`config.mk`:
```
export PLATFORM = sky130hd
export DESIGN_NAME = serial_subtractor_18_flat
export DESIGN_NICKNAME = d
export VERILOG_FILES = /design/src/rtl/serial_subtractor_18_if.sv /design/src/rtl/serial_subtractor_18.sv /design/src/flat_wrapper.sv
export SDC_FILE = /design/constraint.sdc
export NUM_CORES = 1
export LEC_CHECK = 0
export ABC_AREA = 1
export CAP_MARGIN = 20
export CORE_ASPECT_RATIO = 1.5
export CORE_UTILIZATION = 52
export CTS_CLUSTER_SIZE = 24
export DETAILED_ROUTE_END_ITERATION = 7
export PLACE_DENSITY = 0.79
export RECOVER_POWER = 50
export SYNTH_ARGS = -nofsm -noshare
export SYNTH_HDL_FRONTEND = slang
export SYNTH_SLANG_ARGS = --single-unit
```
`constraint.sdc`:
```
create_clock -name clk -period 1.8 [get_ports clk]
set_clock_uncertainty 0.2 [all_clocks]
set_input_delay 0.18 -clock clk [delete_from_list [all_inputs] [get_ports clk]]
set_output_delay 0.18 -clock clk [all_outputs]
set_load 0.05 [all_outputs]
```
`src/rtl/serial_subtractor_18_if.sv`:
```
// ---------------------------------------------------------------------------
// serial_subtractor_18_if
//   Handshake and operand/result bundle for the bit-serial subtractor.
//   master : the requester (drives start/a/b, observes busy/done/diff/borrow)
//   slave  : the subtractor itself
//   Signals:
//     start  request, sampled by the slave only while it is idle
//     a, b   minuend / subtrahend, captured on the accepting edge
//     busy   slave is not idle
//     done   one-cycle pulse, diff/borrow valid while high
//     diff   result register (a - b mod 2^WIDTH)
//     borrow 1 iff a < b (unsigned)
// ---------------------------------------------------------------------------
interface serial_subtractor_18_if #(
  parameter int WIDTH = 18
);
  logic             start;
  logic [WIDTH-1:0] a;
  logic [WIDTH-1:0] b;
  logic             busy;
  logic             done;
  logic [WIDTH-1:0] diff;
  logic             borrow;

  modport master (
    output start, a, b,
    input  busy, done, diff, borrow
  );

  modport slave (
    input  start, a, b,
    output busy, done, diff, borrow
  );
endinterface

```
`src/rtl/serial_subtractor_18.sv`:
```
// ---------------------------------------------------------------------------
// serial_subtractor_18
//   Bit-serial unsigned subtractor: diff = a - b (mod 2^WIDTH) plus the final
//   borrow, one bit per clock, LSB first, through a single full-subtractor
//   cell. An accepted request takes WIDTH shift cycles followed by a single
//   DONE cycle in which done pulses.
//   Ports:
//     clk  rising-edge clock
//     rst  synchronous, active-high reset
//     bus  serial_subtractor_18_if.slave (start/a/b in, busy/done/diff/borrow out)
// ---------------------------------------------------------------------------
module serial_subtractor_18 #(
  parameter int WIDTH = 18
) (
  input  logic                        clk,
  input  logic                        rst,
  serial_subtractor_18_if.slave       bus
);

  localparam int CNT_W = $clog2(WIDTH);

  typedef enum logic [1:0] {
    IDLE  = 2'd0,
    SHIFT = 2'd1,
    DONE  = 2'd2
  } state_t;

  state_t             state_q, state_d;
  logic [WIDTH-1:0]   opa_q, opa_d;
  logic [WIDTH-1:0]   opb_q, opb_d;
  logic [WIDTH-1:0]   res_q, res_d;
  logic [WIDTH-1:0]   diff_q, diff_d;
  logic               borrow_q, borrow_d;
  logic               bin_q, bin_d;
  logic [CNT_W-1:0]   cnt_q, cnt_d;

  // Full-subtractor cell on the current LSBs.
  logic               x, y, d_bit, bout;
  logic [WIDTH-1:0]   res_shift;
  logic               last_bit;

  assign x         = opa_q[0];
  assign y         = opb_q[0];
  assign d_bit     = x ^ y ^ bin_q;
  assign bout      = (~x & y) | (~(x ^ y) & bin_q);
  assign res_shift = {d_bit, res_q[WIDTH-1:1]};
  assign last_bit  = (cnt_q == CNT_W'(WIDTH - 1));

  // ---------------- FSM: state register ----------------
  // NOTE: sequential state is written only with non-blocking assignments so
  // every flop samples the pre-edge values, independent of block ordering.
  always_ff @(posedge clk) begin
    if (rst) state_q <= IDLE;
    else     state_q <= state_d;
  end

  // ---------------- FSM: next-state logic ----------------
  // NOTE: every always_comb output gets a default first, so no path leaves a
  // signal unassigned and no latch is inferred.
  always_comb begin
    state_d = state_q;
    unique case (state_q)
      IDLE:    if (bus.start) state_d = SHIFT;
      SHIFT:   if (last_bit)  state_d = DONE;
      DONE:    state_d = IDLE;
      default: state_d = IDLE;
    endcase
  end

  // ---------------- FSM: outputs ----------------
  always_comb begin
    bus.busy = (state_q != IDLE);
    bus.done = (state_q == DONE);
  end

  assign bus.diff   = diff_q;
  assign bus.borrow = borrow_q;

  // ---------------- Datapath next-state ----------------
  always_comb begin
    opa_d    = opa_q;
    opb_d    = opb_q;
    res_d    = res_q;
    bin_d    = bin_q;
    cnt_d    = cnt_q;
    diff_d   = diff_q;
    borrow_d = borrow_q;
    unique case (state_q)
      IDLE: begin
        if (bus.start) begin
          opa_d = bus.a;
          opb_d = bus.b;
          res_d = '0;
          bin_d = 1'b0;
          cnt_d = '0;
        end
      end
      SHIFT: begin
        opa_d = opa_q >> 1;
        opb_d = opb_q >> 1;
        res_d = res_shift;
        bin_d = bout;
        if (last_bit) begin
          // Result registers update only here, so they hold the previous
          // answer throughout the next operation.
          diff_d   = res_shift;
          borrow_d = bout;
        end else begin
          cnt_d = cnt_q + CNT_W'(1);
        end
      end
      default: ;
    endcase
  end

  // ---------------- Datapath registers ----------------
  // NOTE: the operand/result shift registers are plain flops, not a memory,
  // and are cleared on reset so an aborted operation leaves nothing behind.
  always_ff @(posedge clk) begin
    if (rst) begin
      opa_q    <= '0;
      opb_q    <= '0;
      res_q    <= '0;
      bin_q    <= 1'b0;
      cnt_q    <= '0;
      diff_q   <= '0;
      borrow_q <= 1'b0;
    end else begin
      opa_q    <= opa_d;
      opb_q    <= opb_d;
      res_q    <= res_d;
      bin_q    <= bin_d;
      cnt_q    <= cnt_d;
      diff_q   <= diff_d;
      borrow_q <= borrow_d;
    end
  end

endmodule

```
`src/flat_wrapper.sv`:
```
// flat-port wrapper written by rule: the top's interface ports become plain ports
module serial_subtractor_18_flat 
#(
  parameter int WIDTH = 18
)
  (clk, rst, bus_start, bus_a, bus_b, bus_busy, bus_done, bus_diff, bus_borrow);
  serial_subtractor_18_if #(.WIDTH(WIDTH)) bus_i ();
  input  logic clk;
  input  logic rst;
  input wire logic [$bits(bus_i.start)-1:0] bus_start;
  input wire logic [$bits(bus_i.a)-1:0] bus_a;
  input wire logic [$bits(bus_i.b)-1:0] bus_b;
  output wire logic [$bits(bus_i.busy)-1:0] bus_busy;
  output wire logic [$bits(bus_i.done)-1:0] bus_done;
  output wire logic [$bits(bus_i.diff)-1:0] bus_diff;
  output wire logic [$bits(bus_i.borrow)-1:0] bus_borrow;
  assign bus_i.start = bus_start;
  assign bus_i.a = bus_a;
  assign bus_i.b = bus_b;
  assign bus_busy = bus_i.busy;
  assign bus_done = bus_i.done;
  assign bus_diff = bus_i.diff;
  assign bus_borrow = bus_i.borrow;
  serial_subtractor_18 #(.WIDTH(WIDTH)) u_core (.clk(clk), .rst(rst), .bus(bus_i));
endmodule
```
==> impl_metrics.csv, run 1 <==
group,metric,value,unit
outcome,status,"finished, final reports clean",
grt,grt_use_met1,0.2732,
setup_path,crit_path_end_kind,"flop",
setup_path,critPathMaxStageDelay,0.39,ns
setup_path,worst-path-stages,8,
placed_design,dpl.hpwl,4825,um
cts,htreeDepth,3,
detailed_routing,drc,0,
logic_synthesis,syn_inst,486,
floorplanning,core,6262,um2
cells_and_area,area_growth,22.70,%
min_path,hold_class,"in -> reg",
power_and_ir_drop,p_per_area,932.2,nW/um2
grt,use_met3,0.03604,
grt,antenna_found_initial,0,
grt,top_usage_layer,"met2",
floorplanning,die-area,6951,um2
detailed_routing,vias,3127,
detailed_routing,drtIter0Drc,171,
cts,ctsResizeCount,0,
timing,fin_tns_setup,0,ns
detailed_routing,drt_pass1_iterations,4,
cells_and_area,drive_gt1_frac,0.08974,
setup_path,arrival,1.66,ns
setup_path,start_kind,"flop",
floorplanning,die_height,101.6,um
grt,use_met2,0.3974,
logic_synthesis,synth_compound_area_frac,0.1295,
grt,grt_max_degree,42,
setup_path,cp_cell_sequence,"inv_1 -> ha_1 -> nand2_1 -> inv_1 -> nand3_2 -> clkinv_2 -> nand2_1 -> a21oi_1",
cts,clkLatencyLatePin,0.35,ns
logic_synthesis,synth_top_family_by_area,"simple AND/OR/NAND/NOR gates",
cts,post_cts_buffers,0,
logic_synthesis,syn_avg_cell_area,7.077,um2
logic_synthesis,syn-num-nets,528,
setup_path,worst-path-buf-inv,3,
power_and_ir_drop,p_leak,0.001697,uW
placed_design,gp_congestion,0.7976,
timing,rsz0062_at_grt,"no",
setup_path,critPathMaxFanout,19,
logic_synthesis,synth_xor_area_frac,0,
cts,ctsHoldBuffers,1,
cts,clk_pin_slew,0.08,ns
floorplanning,pin_count,60,
setup_path,path_delay_family,"flip-flops",
detailed_routing,viasPerCell,5.044,
power_and_ir_drop,total_power,3934,uW
timing,worstMarginPinSlew,0.6010,ns
cells_and_area,num_antenna_cells,0,
setup_path,critical_path_class,"reg -> reg",
cts,numCtsBuffers,9,
logic_synthesis,yosysWarnings,0,
detailed_routing,ant_nets,0,
logic_synthesis,synth-seq-area-share,0.4656,
placed_design,portBuffers,59,
cells_and_area,nets,583,
power_and_ir_drop,ir_drop,0.5565,mV
setup_path,reg2regPathDepth,8,
grt,grt_pass1_wl,12440,um
detailed_routing,wl_per_cell,11.57,um
grt,grt_use_total,0.2339,
timing,slew_headroom,0.6011,
logic_synthesis,muxShareOfSynthArea,0,
timing,fin_crit,1.633,ns
setup_path,reg2reg_slack,0.17,ns
timing,finalCritPeriodShare,0.9072,
floorplanning,initial_core_util,0.5493,
logic_synthesis,synth_fa_ha_area_frac,0.01310,
cts,clk_path_buf_depth,2,
logic_synthesis,ys_ff_latch,80,
cts,clock_sinks,80,
setup_path,crit_required,1.83,ns
detailed_routing,routed_wl,7174,um
cts,cts_tree,"yes",
setup_path,slowest_stage,"dfxtp_1",
floorplanning,rows,35,
timing,setup_viol,0,
grt,grt-ovfl-total,0,
logic_synthesis,syn_area,3440,um2
logic_synthesis,synth.distinct_cells,23,
grt,grt_pass1_vias,2973,
timing,fmax,0.6124,GHz
timing,finalMaxSlewViolations,0,
logic_synthesis,yosys.area_share.simple,0.3165,
min_path,holdPathStages,3,
timing,hold_viol,0,
floorplanning,die_w,68.41,um
cts,cts_root_buf,"clkbuf_8",
job,cap_violations,0,
[layer usage]
metal / vias up / part of all wire
met4: 0 / 0.018
met3: 10 / 0.049
met1: 1403 / 0.43
met5: - / 0
li1: 1640 / -
met2: 74 / 0.50
[cells in the mapped netlist]
cell,n,share of area
o21ai_4,1,0.0047
nand2_1,247,0.27
nor2_1,5,0.0055
nand3_1,18,0.026
inv_1,14,0.015
a21oi_1,63,0.092
nor2_2,1,0.0018
buf_4,4,0.0087
dfxtp_1,80,0.47
buf_2,14,0.020
ha_1,2,0.0073
nand3_2,1,0.0029
o21bai_1,1,0.0022
a31oi_1,3,0.0055
nand4_1,2,0.0036
a21oi_2,10,0.025
clkinv_2,1,0.0015
clkbuf_1,7,0.0076
buf_6,6,0.020
nor2_4,1,0.0033
fa_1,1,0.0058
nand2_2,2,0.0036
inv_2,2,0.0022
[flip-flops by register name, summed over array words and instances (netlist names)]
signal,flops
u_core.bus.diff,18
u_core.opa_q,18
u_core.opb_q,18
u_core.res_q,17
u_core.cnt_q,5
u_core.state_q,2
u_core.bin_q,1
u_core.bus.borrow,1
[worst register-to-register path, cell delays in order (launching register included)]
cell      delay, ns
dfxtp_1        0.39
inv_1          0.08
ha_1           0.19
nand2_1        0.07
inv_1          0.06
nand3_2        0.09
clkinv_2       0.22
nand2_1        0.15
a21oi_1        0.07
[layout by cell type, fill, tap and decap left out, drive strengths merged]
master and n:
ha 2, clkinvlp 1, clkinv 1, nand2 249
nor2 7, a21oi 73, o21ai 1, bufinv 3
inv 18, nand4 2, nand3 19, a31oi 3
dlygate4sd3 1, clkdlybuf4s50 37, buf 17, fa 1
o21bai 1, dfxtp 80, clkbuf 30
[cell type report]
type | count | area (um2)
fillers | 583 | 2042
repair buffers | 75 | 656.9
clock inverters | 6 | 115.1
clock buffers | 10 | 127.6
multi-input cells | 358 | 1562
flip-flops and latches | 80 | 1602
well taps | 74 | 92.59
inverters | 17 | 65.06
[logic make-up (layout without fill, tap and decap cells)]
family / count (synthesis) / count (layout)
simple gates: 277 / 277
flops: 80 / 80
compound gates: 78 / 78
fa+ha+maj: 3 / 3
buf+inv: 48 / 108
[where the power goes]
part           switching [uW]  internal (uW)
registers                34.8           1830
clock network             658            931
logic                     260            216
[through the flow]
step           hold WS (ns)  setup WS (ns)    util  cell area, um2  cells
6_report             0.2216         0.1670  0.6739            4220    620
5_1_grt              0.2328        0.05044  0.6739            4220    620
4_1_cts              0.2105         0.1544  0.6885            4312    620
3_5_place_dp         0.2226        0.08242  0.6482            4059    603
3_3_place_gp         0.2151         0.1176  0.6482            4059    603
2_1_floorplan        0.1448         0.2813       -            3440    486
[worst paths after layout]
path | start | endpoint
worst min-delay path | bus_b[17] | u_core.opb_q[17]$_SDFFE_PP0P_
worst max-delay path | u_core.cnt_q[1]$_SDFFE_PP0P_ | u_core.bus.borrow$_SDFFE_PP0P_
worst min register to register | u_core.bus.diff[5]$_SDFFE_PP0P_ | u_core.bus.diff[5]$_SDFFE_PP0P_
worst max register to register | u_core.cnt_q[1]$_SDFFE_PP0P_ | u_core.bus.borrow$_SDFFE_PP0P_
(Power assumes the default switching activity.)
==> run 2: changes to the inputs <==
--- a/config.mk
+++ b/config.mk
@@ -11,6 +11,7 @@
 export CORE_UTILIZATION = 52
 export CTS_CLUSTER_SIZE = 24
 export DETAILED_ROUTE_END_ITERATION = 7
+export HOLD_SLACK_MARGIN = 0.1
 export PLACE_DENSITY = 0.79
 export RECOVER_POWER = 50
 export SYNTH_ARGS = -nofsm -noshare
==> results of run 2 <==
No change in the layout: final DEF, timing and power equal those of run 1.
==> run 3: changes to the inputs <==
--- a/config.mk
+++ b/config.mk
@@ -8,6 +8,7 @@
 export ABC_AREA = 1
 export CAP_MARGIN = 20
 export CORE_ASPECT_RATIO = 1.5
+export CORE_MARGIN = 2
 export CORE_UTILIZATION = 52
 export CTS_CLUSTER_SIZE = 24
 export DETAILED_ROUTE_END_ITERATION = 7
==> run 3 against run 2 <==
Worst hold slack worse by 0.0088 ns. Highest routed layer unchanged. Via count rose by 1.7%. Routed wire length rose by 6.7%. Register-to-register slack worse by 0.03 ns. Total power decreased by 0.53%. Clock power about the same. Worst setup slack got worse by 0.051 ns.
==> impl_metrics.csv, run 3 (same netlist as run 1, synthesis figures left out) <==
group,metric,value,unit
cells_and_area,nets,580,
power_and_ir_drop,p_leak,0.001689,uW
timing,setup_viol,0,
timing,fin_crit,1.684,ns
power_and_ir_drop,p_comb_frac,0.123,
cells_and_area,drive_gt1_frac,0.08471,
cts,clkLatencyLatePin,0.35,ns
cells_and_area,mostFrequentLayoutCell,"nand2_1",
timing,hold_viol,0,
grt,grt_pass1_vias,2943,
setup_path,crit_required,1.42,ns
detailed_routing,wl_per_cell,12.36,um
floorplanning,rows,36,
placed_design,place_area,4069,um2
cts,cts_tree,"yes",
detailed_routing,routed_wl,7652,um
outcome,status,"finished, final reports clean",
grt,grt_max_degree,38,
grt,grt_use_total,0.2175,
detailed_routing,vias,3180,
placed_design,dp_slack,0.05402,ns
setup_path,start_kind,"flop",
cells_and_area,nFillCells,581,
power_and_ir_drop,total_power,3913,uW
detailed_routing,drt_pass1_iterations,4,
timing,slew_headroom,0.5916,
placed_design,gp_congestion,0.7666,
timing,finalMaxSlewViolations,0,
timing,fin_ws,0.1156,ns
setup_path,critPathMaxFanout,4,
timing,rsz0062_at_grt,"no",
min_path,hold_class,"in -> reg",
power_and_ir_drop,internal_power,2978,uW
setup_path,arrival,1.30,ns
timing,fin_tns_setup,0,ns
cells_and_area,final_cell_mix,"nand2_1, dfxtp_1, a21oi_1",
setup_path,crit_path_end_kind,"primary output",
detailed_routing,drtIter0Drc,201,
power_and_ir_drop,share_seq_of_total_power,0.478,
power_and_ir_drop,p_per_area,922.8,nW/um2
cts,numCtsBuffers,9,
cts,clk_path_buf_depth,2,
floorplanning,core,6441,um2
cts,clk_pin_slew,0.08,ns
grt,antenna_found_initial,0,
detailed_routing,viasPerCell,5.137,
timing,finalCritPeriodShare,0.9358,
floorplanning,die_w,70.41,um
cells_and_area,num_antenna_cells,0,
power_and_ir_drop,ir_drop,0.5728,mV
cts,clock_sinks,80,
floorplanning,pin_count,60,
floorplanning,die-area,7295,um2
detailed_routing,ant_nets,0,
timing,fmax,0.5937,GHz
power_and_ir_drop,clock_power_share,0.398,
power_and_ir_drop,switchingPower,935.4,uW
cts,htreeDepth,3,
placed_design,portBuffers,59,
floorplanning,die_height,103.6,um
floorplanning,initial_core_util,0.5340,
timing,worstMarginPinSlew,0.6152,ns
power_and_ir_drop,switching_share,0.2390,
detailed_routing,drc,0,
cells_and_area,area_growth,23.28,%
grt,grt_pass1_wl,12810,um
placed_design,dpl.hpwl,5022,um
cts,cts_root_buf,"clkbuf_8",
job,cap_violations,0,
cells_and_area,final_area,4240,um2
grt,grt-ovfl-total,0,
setup_path,critical_path_class,"reg -> out",
## run 3: changes by cell type in the layout (fill, tap and decap cells not counted), sizes merged
cell	delta
clkinvlp	+1
inv	-2
buf	-2
## run 3: worst max-delay path, cell delays in order (launching register included)
cell	delay (ns)
dfxtp_1	0.47
inv_2	0.10
nor2_1	0.21
buf_12	0.17
## run 3: routing by layer
layer  global-route usage  part of all wire
met5                    0                 0
met4               0.1181             0.014
met3              0.03502             0.044
met2               0.3720              0.51
met1               0.2548              0.44
## run 3: worst paths after layout
kind | start | end | slack [ns] | cells after the start
worst min-delay path | bus_b[17] | u_core.opb_q[17]$_SDFFE_PP0P_ | 0.21 | 3
worst min register to register | u_core.opa_q[3]$_SDFFE_PP0P_ | u_core.opa_q[3]$_SDFFE_PP0P_ | 0.27 | 2
worst max register to register | u_core.state_q[0]$_SDFFE_PP0P_ | u_core.res_q[10]$_SDFFE_PP0P_ | 0.14 | 5
worst max-delay path | u_core.state_q[1]$_SDFFE_PP0P_ | bus_done | 0.12 | 3
## run 3: area by class of cell
| cell class | count | area, um2 | share of cell area |
|---|---|---|---|
| flip-flops and latches | 80 | 1602 | 0.3777 |
| multi-input cells | 358 | 1570 | 0.3703 |
| inverters | 17 | 65.06 | 0.01534 |
| repair buffers | 72 | 671.9 | 0.1585 |
| clock buffers | 11 | 131.4 | 0.03098 |
| clock inverters | 5 | 105.1 | 0.02479 |
| well taps | 76 | 95.09 | 0.02243 |
## run 3: stage by stage
| stage | std cells | utilization | hold slack, ns |
|---|---|---|---|
| 6_report | 619 | 0.6583 | 0.2129 |
| 5_1_grt | 619 | 0.6583 | 0.2172 |
| 4_1_cts | 618 | 0.6707 | 0.1979 |
| 3_5_place_dp | 601 | 0.6317 | 0.2554 |
| 3_3_place_gp | 601 | 0.6317 | 0.2480 |
| 2_1_floorplan | 486 | - | 0.1448 |
## run 3: power groups by stage
stage / sequential (uW) / combinational, uW / clock (uW)
floorplan: 1900 / 314 / 0
global placement: 1910 / 473 / 0
detailed placement: 1910 / 480 / 0
CTS: 1870 / 489 / 1590
global route: 1880 / 536 / 1660
finish: 1870 / 483 / 1560
## run 3: repair_timing
item                                    in CTS  in global routing
hold endpoints to repair                    13                  0
buffers inserted                             0                  1
endpoints found under the setup margin       1                  1
hold buffers                                 1                  0
gates resized for setup                      1                  0
pin swaps                                    0                  1
